===== config.mk =====
export PLATFORM = sky130hd
export DESIGN_NAME = seq_top
export DESIGN_NICKNAME = d
export VERILOG_FILES = /design/src/rtl/seq_top.sv
export SDC_FILE = /design/constraint.sdc
export NUM_CORES = 1
export LEC_CHECK = 0
export ABC_AREA = 1
export BUFFER_PORTS_ARGS = -buffer_cell sky130_fd_sc_hd__buf_2
export CORE_AREA = 8 8 78 80
export DETAILED_ROUTE_END_ITERATION = 10
export DIE_AREA = 0 0 86 88
export HOLD_SLACK_MARGIN = 0.15
export PLACE_DENSITY = 0.74
export SYNTH_ARGS = -nofsm -noshare
export SYNTH_HDL_FRONTEND = slang
export SYNTH_SLANG_ARGS = --single-unit
export TNS_END_PERCENT = 10

===== constraint.sdc =====
create_clock -name clk -period 1.7 [get_ports clk]
set_input_delay 0.34 -clock clk [delete_from_list [all_inputs] [get_ports clk]]
set_output_delay 0.34 -clock clk [all_outputs]
set_load 0.01 [all_outputs]

===== src/rtl/seq_top.sv =====
// Three-step sequenced datapath: loads a/b, scales them, then forms sum and
// difference into c/d before parking in DONE until the next reset.
module seq_top #(
  parameter int unsigned A_INIT = 3,
  parameter int unsigned B_INIT = 16,
  parameter int unsigned MUL    = 3
) (
  input  logic       clk,
  input  logic       rst,
  output logic [7:0] a,
  output logic [7:0] b,
  output logic [7:0] c,
  output logic [7:0] d
);

  localparam logic [7:0] A_INIT8 = A_INIT[7:0];
  localparam logic [7:0] B_INIT8 = B_INIT[7:0];
  localparam logic [7:0] MUL8    = MUL[7:0];

  // One-hot encoding: each state owns exactly one flop.
  typedef enum logic [3:0] {
    S0   = 4'b0001,
    S1   = 4'b0010,
    S2   = 4'b0100,
    DONE = 4'b1000
  } state_t;

  state_t     state_q, state_d;
  logic [7:0] a_q, a_d;
  logic [7:0] b_q, b_d;
  logic [7:0] c_q, c_d;
  logic [7:0] d_q, d_d;

  always_ff @(posedge clk) begin
    if (rst) begin
      state_q <= S0;
      a_q     <= '0;
      b_q     <= '0;
      c_q     <= '0;
      d_q     <= '0;
    end else begin
      state_q <= state_d;
      a_q     <= a_d;
      b_q     <= b_d;
      c_q     <= c_d;
      d_q     <= d_d;
    end
  end

  // All arithmetic stays 8 bits wide so carries and borrows drop off.
  always_comb begin
    state_d = state_q;
    a_d     = a_q;
    b_d     = b_q;
    c_d     = c_q;
    d_d     = d_q;
    case (state_q)
      S0: begin
        a_d     = A_INIT8;
        b_d     = B_INIT8;
        state_d = S1;
      end
      S1: begin
        a_d     = a_q * MUL8;
        b_d     = b_q * MUL8;
        state_d = S2;
      end
      S2: begin
        c_d     = a_q + b_q;
        d_d     = b_q - a_q;
        state_d = DONE;
      end
      DONE: state_d = DONE;
      default: state_d = S0;
    endcase
  end

  assign a = a_q;
  assign b = b_q;
  assign c = c_q;
  assign d = d_q;

endmodule


======== Word level (Yosys, flattened, before mapping) ========
Cells that the tools add are included.
storage, ports and cells
  flip-flop bits (word level) ............. 36
  bits in latches ......................... 0
  bits in writable memories ............... 0
  memory bits (read-only) ................. 0
  output and inout bits ................... 32
  memories ................................ 0
cells by class
  add/subtract/negate cells ............... 2
  $mul .................................... 2
  div/mod/pow operators ................... 0
  magnitude comparators ................... 0
  equal/unequal tests ..................... 4
  shift operators ......................... 0
  mux-type cells .......................... 3
  bitwise gates (word level) .............. 0
  reductions and logical operators ........ 2
operators by type and width
  operator                                              number
  case mux 8 bit (2 select lines)                       2
  multiplier 8 x 2 -> 8 bit (second input constant)     2
  case mux 4 bit (3 select lines)                       1
  adder 8 bit                                           1
  subtractor 8 bit                                      1
  equality test 4 x 1 -> 1 bit (second input constant)  1
  equality test 4 x 2 -> 1 bit (second input constant)  1
  equality test 4 x 3 -> 1 bit (second input constant)  1
  equality test 4 bit (second input constant)           1
  nonzero test 2 bit                                    1
  OR reduction 2 bit                                    1

======== Depth between registers and ports, before layout ========
Gate-level depths: netlist (run 1).
  word-level depth ........................ 3
  mapped depth ............................ 12
  gate-level depth less buffers ........... 11

======== Worst setup path before layout (run 1) ========
OpenSTA, ideal clock, no wires.
  path type ............................... register to register
  start ................................... register a_q[1] (netlist: a[1])
  end ..................................... register a_q[5] (netlist: a[5])
  setup time .............................. 0.132 ns
  arrival time ............................ 1.527 ns
  data required time ...................... 1.568 ns
  setup slack ............................. 0.040 ns
  stages on the path, launching flop included .. 10
  path buffers ............................ 0
  clock period less this slack ............ 1.660 ns
  path through ............................ dfxtp_1 -> ha_1 -> inv_1 -> fa_1 -> inv_1 -> nand3_1 -> nand2_1 -> a21oi_2 -> o21ai_1 -> a21oi_1
on the way
  longest elaborated chain between the ends .. 2
RTL lines
  item                             line  source
  start: declaration               29    logic [7:0] a_q, a_d;
  start signal: assignment         37    a_q <= '0;
  start signal: assignment         43    a_q <= a_d;
  multiplier 8 x 2 -> 8 bit        64    a_d = a_q * MUL8;
  case mux 8 bit (2 select lines)  57    case (state_q)
Every way passes these cells.
A chain may end at the register's enable or synchronous reset.

======== Worst setup path after layout (run 1) ========
  start ................................... register b_q[2] (netlist: b[2])
  end ..................................... register b_q[5] (netlist: b[5])
on the way
  longest elaborated chain between the ends .. 2
RTL lines
  item                             line  source
  start: declaration               30    logic [7:0] b_q, b_d;
  start signal: assignment         38    b_q <= '0;
  start signal: assignment         44    b_q <= b_d;
  multiplier 8 x 2 -> 8 bit        65    b_d = b_q * MUL8;
  case mux 8 bit (2 select lines)  57
Every way passes these cells.

==> results.sh, run 1 <==
export IMPL_status="finished, final reports clean"
export IMPL_globalplace_congestion=0.878
export IMPL_post_cts_resized=0
export IMPL_ys_ff_latch=34
export IMPL_multiInputGateArea_sq_mm=0.00142
export IMPL_yosysUniqueCellTypes=33
export IMPL_cts_sinks=34
export IMPL_dp_hpwl_um=4260
export IMPL_finalCriticalPeriod_ns=1.58
export IMPL_cp_max_fo=6
export IMPL_synthToLayoutAreaGrowth_pct=14.9
export IMPL_start_util=0.493
export IMPL_final_common_cell="nand2_1"
export IMPL_drtPass1Iterations=4
export IMPL_synth_avg_cell_area_sq_um=6.76
export IMPL_cts_root_buffer="clkbuf_8"
export IMPL_syn_area_sq_mm=0.00242
export IMPL_grt_pass1_wl_um=9810
export IMPL_syn_nets=386
export IMPL_clk_pin_slew_worst_paths_ns=0.07
export IMPL_final_cell_mix="84 x nand2_1, 60 x inv_1, 34 x nor2_1, 32 x dfxtp_1, 32 x buf_2"
export IMPL_core_area_sq_mm=0.00491
export IMPL_rsz0062_at_grt="true"
export IMPL_die_area_sq_mm=0.00757
export IMPL_ys_warn_count=0
export IMPL_place_ws_ns=0.0906
export IMPL_drc=0
export IMPL_cts_made_buffers=5
export IMPL_cp_arrival_ns=1.76
export IMPL_cts_max_path_buffers=2
export IMPL_portBuffers=32
export IMPL_worstHoldStart="rst"
export IMPL_n_antenna_cell=0
export IMPL_ff_latch_area_sq_um=683
export IMPL_die_w_um=86
export IMPL_rr_startpoint="b[2]"
export IMPL_timing_rr_end="b[5]"
export IMPL_cts_tree="done"
export IMPL_fin_skew_ns=0.00838
export IMPL_max_cap_viol_count=0
export IMPL_cts_hold_buffers_added=0
export IMPL_p_total_mw=2.31
export IMPL_hold_path_depth=2
export IMPL_antenna_found_initial=0
export IMPL_rows=26
export IMPL_synth_cells=358
export IMPL_setup_viol=0
export IMPL_final_antenna_net_count=0
export IMPL_routed_wl_um=5680
export IMPL_worstSkewPairLatency_ns=0.28
export IMPL_fin_area_sq_mm=0.00278
export IMPL_rr_worst_depth=8
export IMPL_crit_path_start_kind="flip-flop"
export IMPL_rrSetupSlack_ns=0.12
export IMPL_grt_pass1_vias=2221
export IMPL_ir_drop_uv=341
export IMPL_ys_seq_area_frac=0.281
export IMPL_drv_slew=0
export IMPL_htree_levels=2
export IMPL_hold_viol=0
export IMPL_power_per_cell_area_mw_per_mm2=832
export IMPL_worst_hold_path_endpoint="b[2]"
export IMPL_worstSetupPathType="flip-flop to flip-flop"
export IMPL_grt_max_degree=28
export IMPL_grt_overflow_total=0
export IMPL_grt_usage=0.161
export IMPL_die_y_um=88
export IMPL_dpl_cell_area_sq_mm=0.00268
export IMPL_hold_class="input pin to flip-flop"
export IMPL_drive_above_1_share=0.184
export IMPL_via_per_inst=5.00
export IMPL_cp_end_kind="flip-flop"
export IMPL_worstPathRequired_ns=1.88
export IMPL_fillers=481
export IMPL_p_leak_nw=1.53
export IMPL_routedWlPerCell_um=12.2
export IMPL_max_freq_mhz=633
export IMPL_cts_setup_buffers=0
export IMPL_nets=426
export IMPL_fin_crit_sh=0.929
export IMPL_drt_iter0_markers=81
export IMPL_vias=2335
export IMPL_io_pins=34
export IMPL_setup_ws_ns=0.120
[logic make-up (layout without fill, tap and decap cells)]
logic type                 Yosys count  after routing  synth area share
adders and majority gates           26             26             0.144
buffers and inverters               76            115             0.138
AOI/OAI and AO/OA                   49             49             0.119
xor gates and xnor gates             6              6            0.0217
other                                2              2           0.00310
DFF                                 34             34             0.281
and+or+nand+nor                    165            165             0.293
[synth_stat cells]
library cell | count | area share
a211oi_2 | 1 | 0.0052
a21oi_1 | 24 | 0.050
a21oi_2 | 5 | 0.018
a311oi_2 | 1 | 0.0062
buf_2 | 4 | 0.0083
buf_4 | 4 | 0.012
buf_6 | 2 | 0.0093
buf_8 | 1 | 0.0062
clkbuf_1 | 2 | 0.0031
clkinv_1 | 1 | 0.0015
conb_1 | 2 | 0.0031
dfxtp_1 | 34 | 0.28
fa_1 | 3 | 0.025
ha_1 | 23 | 0.12
inv_1 | 60 | 0.093
inv_2 | 1 | 0.0015
inv_4 | 1 | 0.0026
nand2_1 | 84 | 0.13
nand2_2 | 2 | 0.0052
nand3_1 | 30 | 0.062
nand3_2 | 2 | 0.0083
nand3b_1 | 1 | 0.0031
nand4_1 | 8 | 0.021
nor2_1 | 34 | 0.053
nor2_2 | 3 | 0.0078
nor3b_1 | 1 | 0.0031
o211ai_1 | 1 | 0.0031
o21ai_0 | 9 | 0.019
o21ai_1 | 5 | 0.010
o21bai_1 | 1 | 0.0031
o22ai_1 | 2 | 0.0052
xnor2_1 | 1 | 0.0036
xor2_1 | 5 | 0.018
[metal layers]
layer | up-vias | track usage | share of wire
met5 | - | 0 | 0
met4 | 0 | 0.0812 | 0.023
met3 | 13 | 0.0328 | 0.056
met2 | 63 | 0.280 | 0.49
met1 | 1055 | 0.184 | 0.44
li1 | 1204 | - | -
[cell type report]
cell class              instances  share of cell area
clock buffers                   6              0.0297
repair buffers                 46              0.0954
flip-flops and latches         34               0.246
inverters                      63              0.0859
well taps                      70              0.0315
multi-input cells             248               0.512
[sequential cells by signal, summed over array words and instances (netlist names)]
name,count
state_q,4
d,8
a,8
c,7
b,7
[how the worst max path moves through the flow]
stage                     start    to  slack (ns)
after CTS                  a[2]  c[7]        0.05
final                      b[2]  b[5]        0.12
after global routing       b[3]  b[5]       -0.02
after global placement     b[2]  b[5]        0.12
after floorplan            a[1]  a[5]        0.04
after detailed placement   a[2]  c[7]        0.09
[power breakdown]
part	switching (mW)	total, mW	internal (mW)
logic	0.522	0.814	0.292
clock network	0.279	0.591	0.312
registers	0.0527	0.908	0.856
total	0.854	2.31	1.46
[per-stage QoR]
step	utilization	std cells	setup TNS, ns	hold slack (ns)
2_1_floorplan	-	358	0	0.519
3_3_place_gp	0.545	461	0	0.482
3_5_place_dp	0.545	461	0	0.487
4_1_cts	0.562	467	0	0.382
5_1_grt	0.566	467	-0.0359	0.395
6_report	0.566	467	0	0.387
[worst max-delay path, stage by stage, from the launching register on]
cell     delay [ns]
dfxtp_2        0.41
inv_1          0.10
fa_1           0.40
inv_1          0.15
nand3_1        0.09
nand2_1        0.11
a21oi_2        0.06
o21ai_1        0.09
a21oi_1        0.07
Power figures use the tool's default switching activity.
==> run 2: changes to the inputs <==
--- a/config.mk
+++ b/config.mk
@@ -7,11 +7,11 @@
 export LEC_CHECK = 0
 export ABC_AREA = 1
 export BUFFER_PORTS_ARGS = -buffer_cell sky130_fd_sc_hd__buf_2
-export CORE_AREA = 8 8 78 80
+export CORE_AREA = 8 8 86 88
 export DETAILED_ROUTE_END_ITERATION = 10
-export DIE_AREA = 0 0 86 88
+export DIE_AREA = 0 0 94 96
+export GPL_ROUTABILITY_DRIVEN = 0
 export HOLD_SLACK_MARGIN = 0.15
-export PLACE_DENSITY = 0.74
 export SYNTH_ARGS = -nofsm -noshare
 export SYNTH_HDL_FRONTEND = slang
 export SYNTH_SLANG_ARGS = --single-unit
==> run 2 against run 1 <==
  * Worst setup slack got worse by 0.036 ns
  * Routed wire length increased by 0.28%
  * Total power grew 2.4%
  * Critical path type unchanged
  * Highest routed layer unchanged
==> results.sh, run 2 (synthesis results as in run 1) <==
export IMPL_status="finished, final reports clean"
export IMPL_vias=2281
export IMPL_grt_overflow_total=0
export IMPL_cp_max_fo=3
export IMPL_drtPass1Iterations=4
export IMPL_cts_sinks=34
export IMPL_grt_usage=0.133
export IMPL_crit_path_start_kind="flip-flop"
export IMPL_cts_max_path_buffers=2
export IMPL_rr_worst_depth=8
export IMPL_routedWlPerCell_um=11.9
export IMPL_cts_hold_buffers_added=0
export IMPL_final_cell_mix="84 x nand2_1, 60 x inv_1, 34 x nor2_1, 32 x buf_2"
export IMPL_drive_above_1_share=0.202
export IMPL_via_per_inst=4.77
export IMPL_power_per_cell_area_mw_per_mm2=842
export IMPL_grt_pass1_wl_um=9630
export IMPL_drc=0
export IMPL_dp_hpwl_um=4470
export IMPL_endpoint="d[4]"
export IMPL_start_util=0.397
export IMPL_finalCriticalPeriod_ns=1.62
export IMPL_cp_end_kind="flip-flop"
export IMPL_swShare=0.376
export IMPL_p_comb_frac=0.339
export IMPL_core_area_sq_mm=0.00610
export IMPL_grt_pass1_vias=2138
export IMPL_htree_levels=2
export IMPL_dp_cells=470
export IMPL_cts_made_buffers=5
export IMPL_seqPwrFrac=0.386
export IMPL_worstPathRequired_ns=1.89
export IMPL_hold_ws_ns=0.430
export IMPL_switching_power_mw=0.892
export IMPL_routed_wl_um=5690
export IMPL_p_int_mw=1.48
export IMPL_p_leak_nw=1.54
export IMPL_p_total_mw=2.37
export IMPL_clk_pin_slew_worst_paths_ns=0.08
export IMPL_worstSetupPathType="flip-flop to flip-flop"
export IMPL_grt_max_degree=28
export IMPL_drt_iter0_markers=71
export IMPL_nets=428
export IMPL_hold_class="input pin to flip-flop"
export IMPL_n_antenna_cell=0
export IMPL_rsz0062_at_grt="true"
export IMPL_cp_arrival_ns=1.81
export IMPL_post_route_util=0.462
export IMPL_hold_viol=0
export IMPL_rrSetupSlack_ns=0.08
export IMPL_setup_viol=0
export IMPL_layout_cells_non_filler=478
export IMPL_rows=29
export IMPL_die_w_um=94
export IMPL_io_pins=34
export IMPL_portBuffers=32
export IMPL_die_y_um=96
export IMPL_final_common_cell="nand2_1"
export IMPL_die_area_sq_mm=0.00902
export IMPL_antenna_found_initial=0
export IMPL_fin_crit_sh=0.951
export IMPL_final_antenna_net_count=0
export IMPL_worstSkewPairLatency_ns=0.29
export IMPL_p_clk_frac=0.275
export IMPL_max_freq_mhz=619
export IMPL_cts_tree="done"
export IMPL_synthToLayoutAreaGrowth_pct=16.3
export IMPL_max_cap_viol_count=0
export IMPL_fin_skew_ns=0.00303
export IMPL_ir_drop_uv=315
export IMPL_timing_rr_end="d[4]"
export IMPL_cts_root_buffer="clkbuf_8"
export IMPL_drv_slew=0
export IMPL_rr_startpoint="a[0]"
export IMPL_critPathLaunch="a[0]"
## run 2: cell types whose count changed in the layout (fill, tap and decap cells not counted)
cell / change
dfxtp_2: +2
buf_4: +2
ha_4: -1
dfxtp_1: -2
clkinv_2: +1
clkinvlp_4: +1
ha_2: +3
o21ai_0: +1
o21ai_1: -1
ha_1: -2
## run 2: final cells by class
type	count	area, sq um
Tap cell	77	96.3
Sequential cell	34	686
Clock inverter	2	12.5
Multi-Input combinational cell	248	1420
Inverter	63	239
Timing Repair Buffer	48	280
Fill cell	659	3280
Clock buffer	6	82.6
## run 2: metrics by stage
stage / instance area (sq um) / setup TNS (ns) / worst slack [ns]
4_1_cts: 2800 / 0 / 0.0485
3_3_place_gp: 2700 / 0 / 0.0717
5_1_grt: 2820 / -0.0726 / -0.0518
6_report: 2820 / 0 / 0.0839
3_5_place_dp: 2700 / 0 / 0.0708
2_1_floorplan: 2420 / 0 / 0.0404
## run 2: layer usage
| layer | vias to the layer above | global-route usage | part of all wire |
|---|---|---|---|
| met5 | - | 0 | 0 |
| met4 | 0 | 0.0515 | 0.015 |
| met3 | 6 | 0.0289 | 0.043 |
| met2 | 36 | 0.230 | 0.47 |
| met1 | 1026 | 0.157 | 0.47 |
| li1 | 1213 | - | - |
## run 2: worst max-delay path, stage by stage (launching register included)
cell and delay [ns]:
dfxtp_1 0.33, buf_4 0.14, fa_1 0.45, inv_1 0.11
nand3_1 0.08, nand3_1 0.11, xor2_1 0.08, o21ai_0 0.15
inv_1 0.06
## run 2: worst min-delay path by stage
stage	endpoint	slack, ns	start	cells past startpoint
CTS	b[2]	0.43	rst	3
floorplan	b[1]	0.52	b[1]	2
global route	state_q[3]	0.45	rst	3
finish	b[2]	0.43	rst	3
detailed placement	c[5]	0.49	c[5]	2
global placement	c[5]	0.48	c[5]	2
## run 2: repair_timing
| item | CTS | global route |
|---|---|---|
| gates resized for setup | 0 | 9 |
| buffers inserted | 0 | 0 |
| endpoints found under the setup margin | 0 | 12 |
## run 2: power by group through the flow
stage | Clock [mW] | Combinational [mW] | Sequential, mW
after floorplan | 0 | 0.569 | 0.945
after global placement | 0 | 0.788 | 0.928
after detailed placement | 0 | 0.801 | 0.930
after CTS | 0.673 | 0.806 | 0.911
after global routing | 0.701 | 0.909 | 0.924
final | 0.651 | 0.803 | 0.915
==> run 3: changes to the inputs <==
--- a/config.mk
+++ b/config.mk
@@ -7,11 +7,11 @@
 export LEC_CHECK = 0
 export ABC_AREA = 1
 export BUFFER_PORTS_ARGS = -buffer_cell sky130_fd_sc_hd__buf_2
-export CORE_AREA = 8 8 86 88
+export CORE_AREA = 8 8 87 89
 export DETAILED_ROUTE_END_ITERATION = 10
-export DIE_AREA = 0 0 94 96
+export DIE_AREA = 0 0 95 97
 export GPL_ROUTABILITY_DRIVEN = 0
-export HOLD_SLACK_MARGIN = 0.15
+export HOLD_SLACK_MARGIN = 0.06
 export SYNTH_ARGS = -nofsm -noshare
 export SYNTH_HDL_FRONTEND = slang
 export SYNTH_SLANG_ARGS = --single-unit
==> constraint.sdc (replaced) <==
create_clock -name clk -period 1.7 [get_ports clk]
set_input_delay 0 -clock clk [delete_from_list [all_inputs] [get_ports clk]]
set_output_delay 0 -clock clk [all_outputs]
set_load 0.01 [all_outputs]
==> run 3 against run 2 <==
  * Core utilization fell by 0.084 points
  * Routed wire length rose by 2.3%
  * Sequential share of layout area shrank 0.38 points
  * Total power rose by 3.9%
  * First-iteration DRC count shrank 9.9%
  * Critical path depth unchanged
  * Clock power increased by 14%
  * Clock skew is 0.0017 ns higher
  * Die area increased by 2.1%
  * Critical endpoint unchanged
==> results.sh, run 3 (synthesis results as in run 1) <==
export IMPL_cts_setup_buffers=0
export IMPL_start_util=0.390
export IMPL_synthToLayoutAreaGrowth_pct=18.1
export IMPL_fin_tns_setup_ns=0
export IMPL_die_y_um=97
export IMPL_core_area_sq_mm=0.00620
export IMPL_p_leak_nw=1.55
export IMPL_final_cell_mix="84 x nand2_1, 60 x inv_1, 34 x nor2_1, 32 x buf_2"
export IMPL_swShare=0.356
export IMPL_drive_above_1_share=0.208
export IMPL_portBuffers=32
export IMPL_hold_class="input pin to flip-flop"
export IMPL_final_common_cell="nand2_1"
export IMPL_post_cts_resized=0
export IMPL_crit_path_start_kind="flip-flop"
export IMPL_worstSetupPathType="flip-flop to flip-flop"
export IMPL_n_antenna_cell=0
export IMPL_via_per_inst=4.81
export IMPL_dpl_cell_area_sq_mm=0.00270
export IMPL_dp_hpwl_um=4470
export IMPL_grt_pass1_vias=2199
export IMPL_grt_max_degree=28
export IMPL_rows=29
export IMPL_rr_startpoint="a[0]"
export IMPL_switching_power_mw=0.876
export IMPL_drv_slew=0
export IMPL_drt_iter0_markers=64
export IMPL_cts_root_buffer="clkbuf_8"
export IMPL_met1Wirelength_um=2700
export IMPL_drc=0
export IMPL_routedWlPerCell_um=12.2
export IMPL_worstPathRequired_ns=1.89
export IMPL_die_area_sq_mm=0.00922
export IMPL_worstSkewPairLatency_ns=0.30
export IMPL_p_comb_frac=0.326
export IMPL_grt_pass1_wl_um=9970
export IMPL_final_antenna_net_count=0
export IMPL_p_int_mw=1.59
export IMPL_setup_viol=0
export IMPL_cp_arrival_ns=1.76
export IMPL_nets=427
export IMPL_finalCriticalPeriod_ns=1.57
export IMPL_cts_hold_buffers_added=0
export IMPL_status="finished, final reports clean"
export IMPL_antenna_found_initial=0
export IMPL_cts_max_path_buffers=2
export IMPL_p_total_mw=2.46
export IMPL_vias=2295
export IMPL_grt_overflow_total=0
export IMPL_wl_met2_um=2730
export IMPL_power_per_cell_area_mw_per_mm2=861
export IMPL_fillers=652
export IMPL_dr_max_layer_used="met4"
export IMPL_worstHoldStart="rst"
export IMPL_critPathLaunch="a[0]"
export IMPL_cts_made_buffers=5
export IMPL_cp_max_fo=3
export IMPL_cts_tree="done"
export IMPL_fin_skew_ns=0.00474
export IMPL_post_route_util=0.461
export IMPL_p_clk_frac=0.302
export IMPL_cp_end_kind="flip-flop"
export IMPL_dr_wl_met3_um=290
export IMPL_clk_pin_slew_worst_paths_ns=0.07
export IMPL_ir_drop_uv=583
export IMPL_fin_area_sq_mm=0.00286
export IMPL_routed_wl_um=5830
export IMPL_hold_ws_ns=0.0811
export IMPL_grt_usage=0.133
export IMPL_rsz0062_at_grt="true"
export IMPL_fin_crit_sh=0.922
export IMPL_io_pins=34
export IMPL_max_freq_mhz=638
export IMPL_max_cap_viol_count=0
export IMPL_cts_sinks=34
export IMPL_htree_levels=2
export IMPL_seqPwrFrac=0.372
export IMPL_drtPass1Iterations=5
export IMPL_hold_viol=0
export IMPL_die_w_um=95
==> run 3: routing by layer <==
| metal | GRT usage | vias to the layer above |
|---|---|---|
| met3 | 0.0263 | 8 |
| met4 | 0.0553 | 0 |
| li1 | - | 1204 |
| met5 | 0 | - |
| met2 | 0.220 | 40 |
| met1 | 0.161 | 1043 |
==> run 3: worst paths after layout <==
check / slack [ns] / depth (start not counted) / end
max reg2reg: 0.13 / 8 / d[4]
min reg2reg: 0.51 / 2 / c[5]
max: 0.13 / 8 / d[4]
min: 0.08 / 2 / a[2]
==> run 3: power by group through the flow <==
| stage | registers [mW] | logic, mW | clock network (mW) |
|---|---|---|---|
| detailed placement | 0.930 | 0.797 | 0 |
| CTS | 0.911 | 0.801 | 0.768 |
| global route | 0.926 | 0.921 | 0.803 |
| floorplan | 0.945 | 0.569 | 0 |
| global placement | 0.925 | 0.789 | 0 |
| finish | 0.916 | 0.804 | 0.744 |
==> run 3: per-stage QoR <==
stage	setup WS (ns)	instances
2_1_floorplan	0.0404	358
5_1_grt	-0.0114	477
3_5_place_dp	0.0729	469
6_report	0.133	477
3_3_place_gp	0.0813	469
4_1_cts	0.0591	477
==> run 3: layout make-up <==
| class | instances | area [sq um] | share of cell area |
|---|---|---|---|
| multi-input combinational | 248 | 1460 | 0.510 |
| sequential | 34 | 686 | 0.240 |
| timing repair buffer | 47 | 273 | 0.0954 |
| inverter | 63 | 239 | 0.0836 |
| tap | 77 | 96.3 | 0.0337 |
| clock buffer | 5 | 68.8 | 0.0241 |
| clock inverter | 3 | 40.0 | 0.0140 |
==> run 3: worst max-delay path, stage by stage, from the launching register on <==
cell and delay, ns:
dfxtp_1 0.33, buf_4 0.15, fa_1 0.44, inv_1 0.12, nand3_1 0.08, nand3_1 0.10
xor2_1 0.07, o21ai_0 0.14, inv_1 0.06
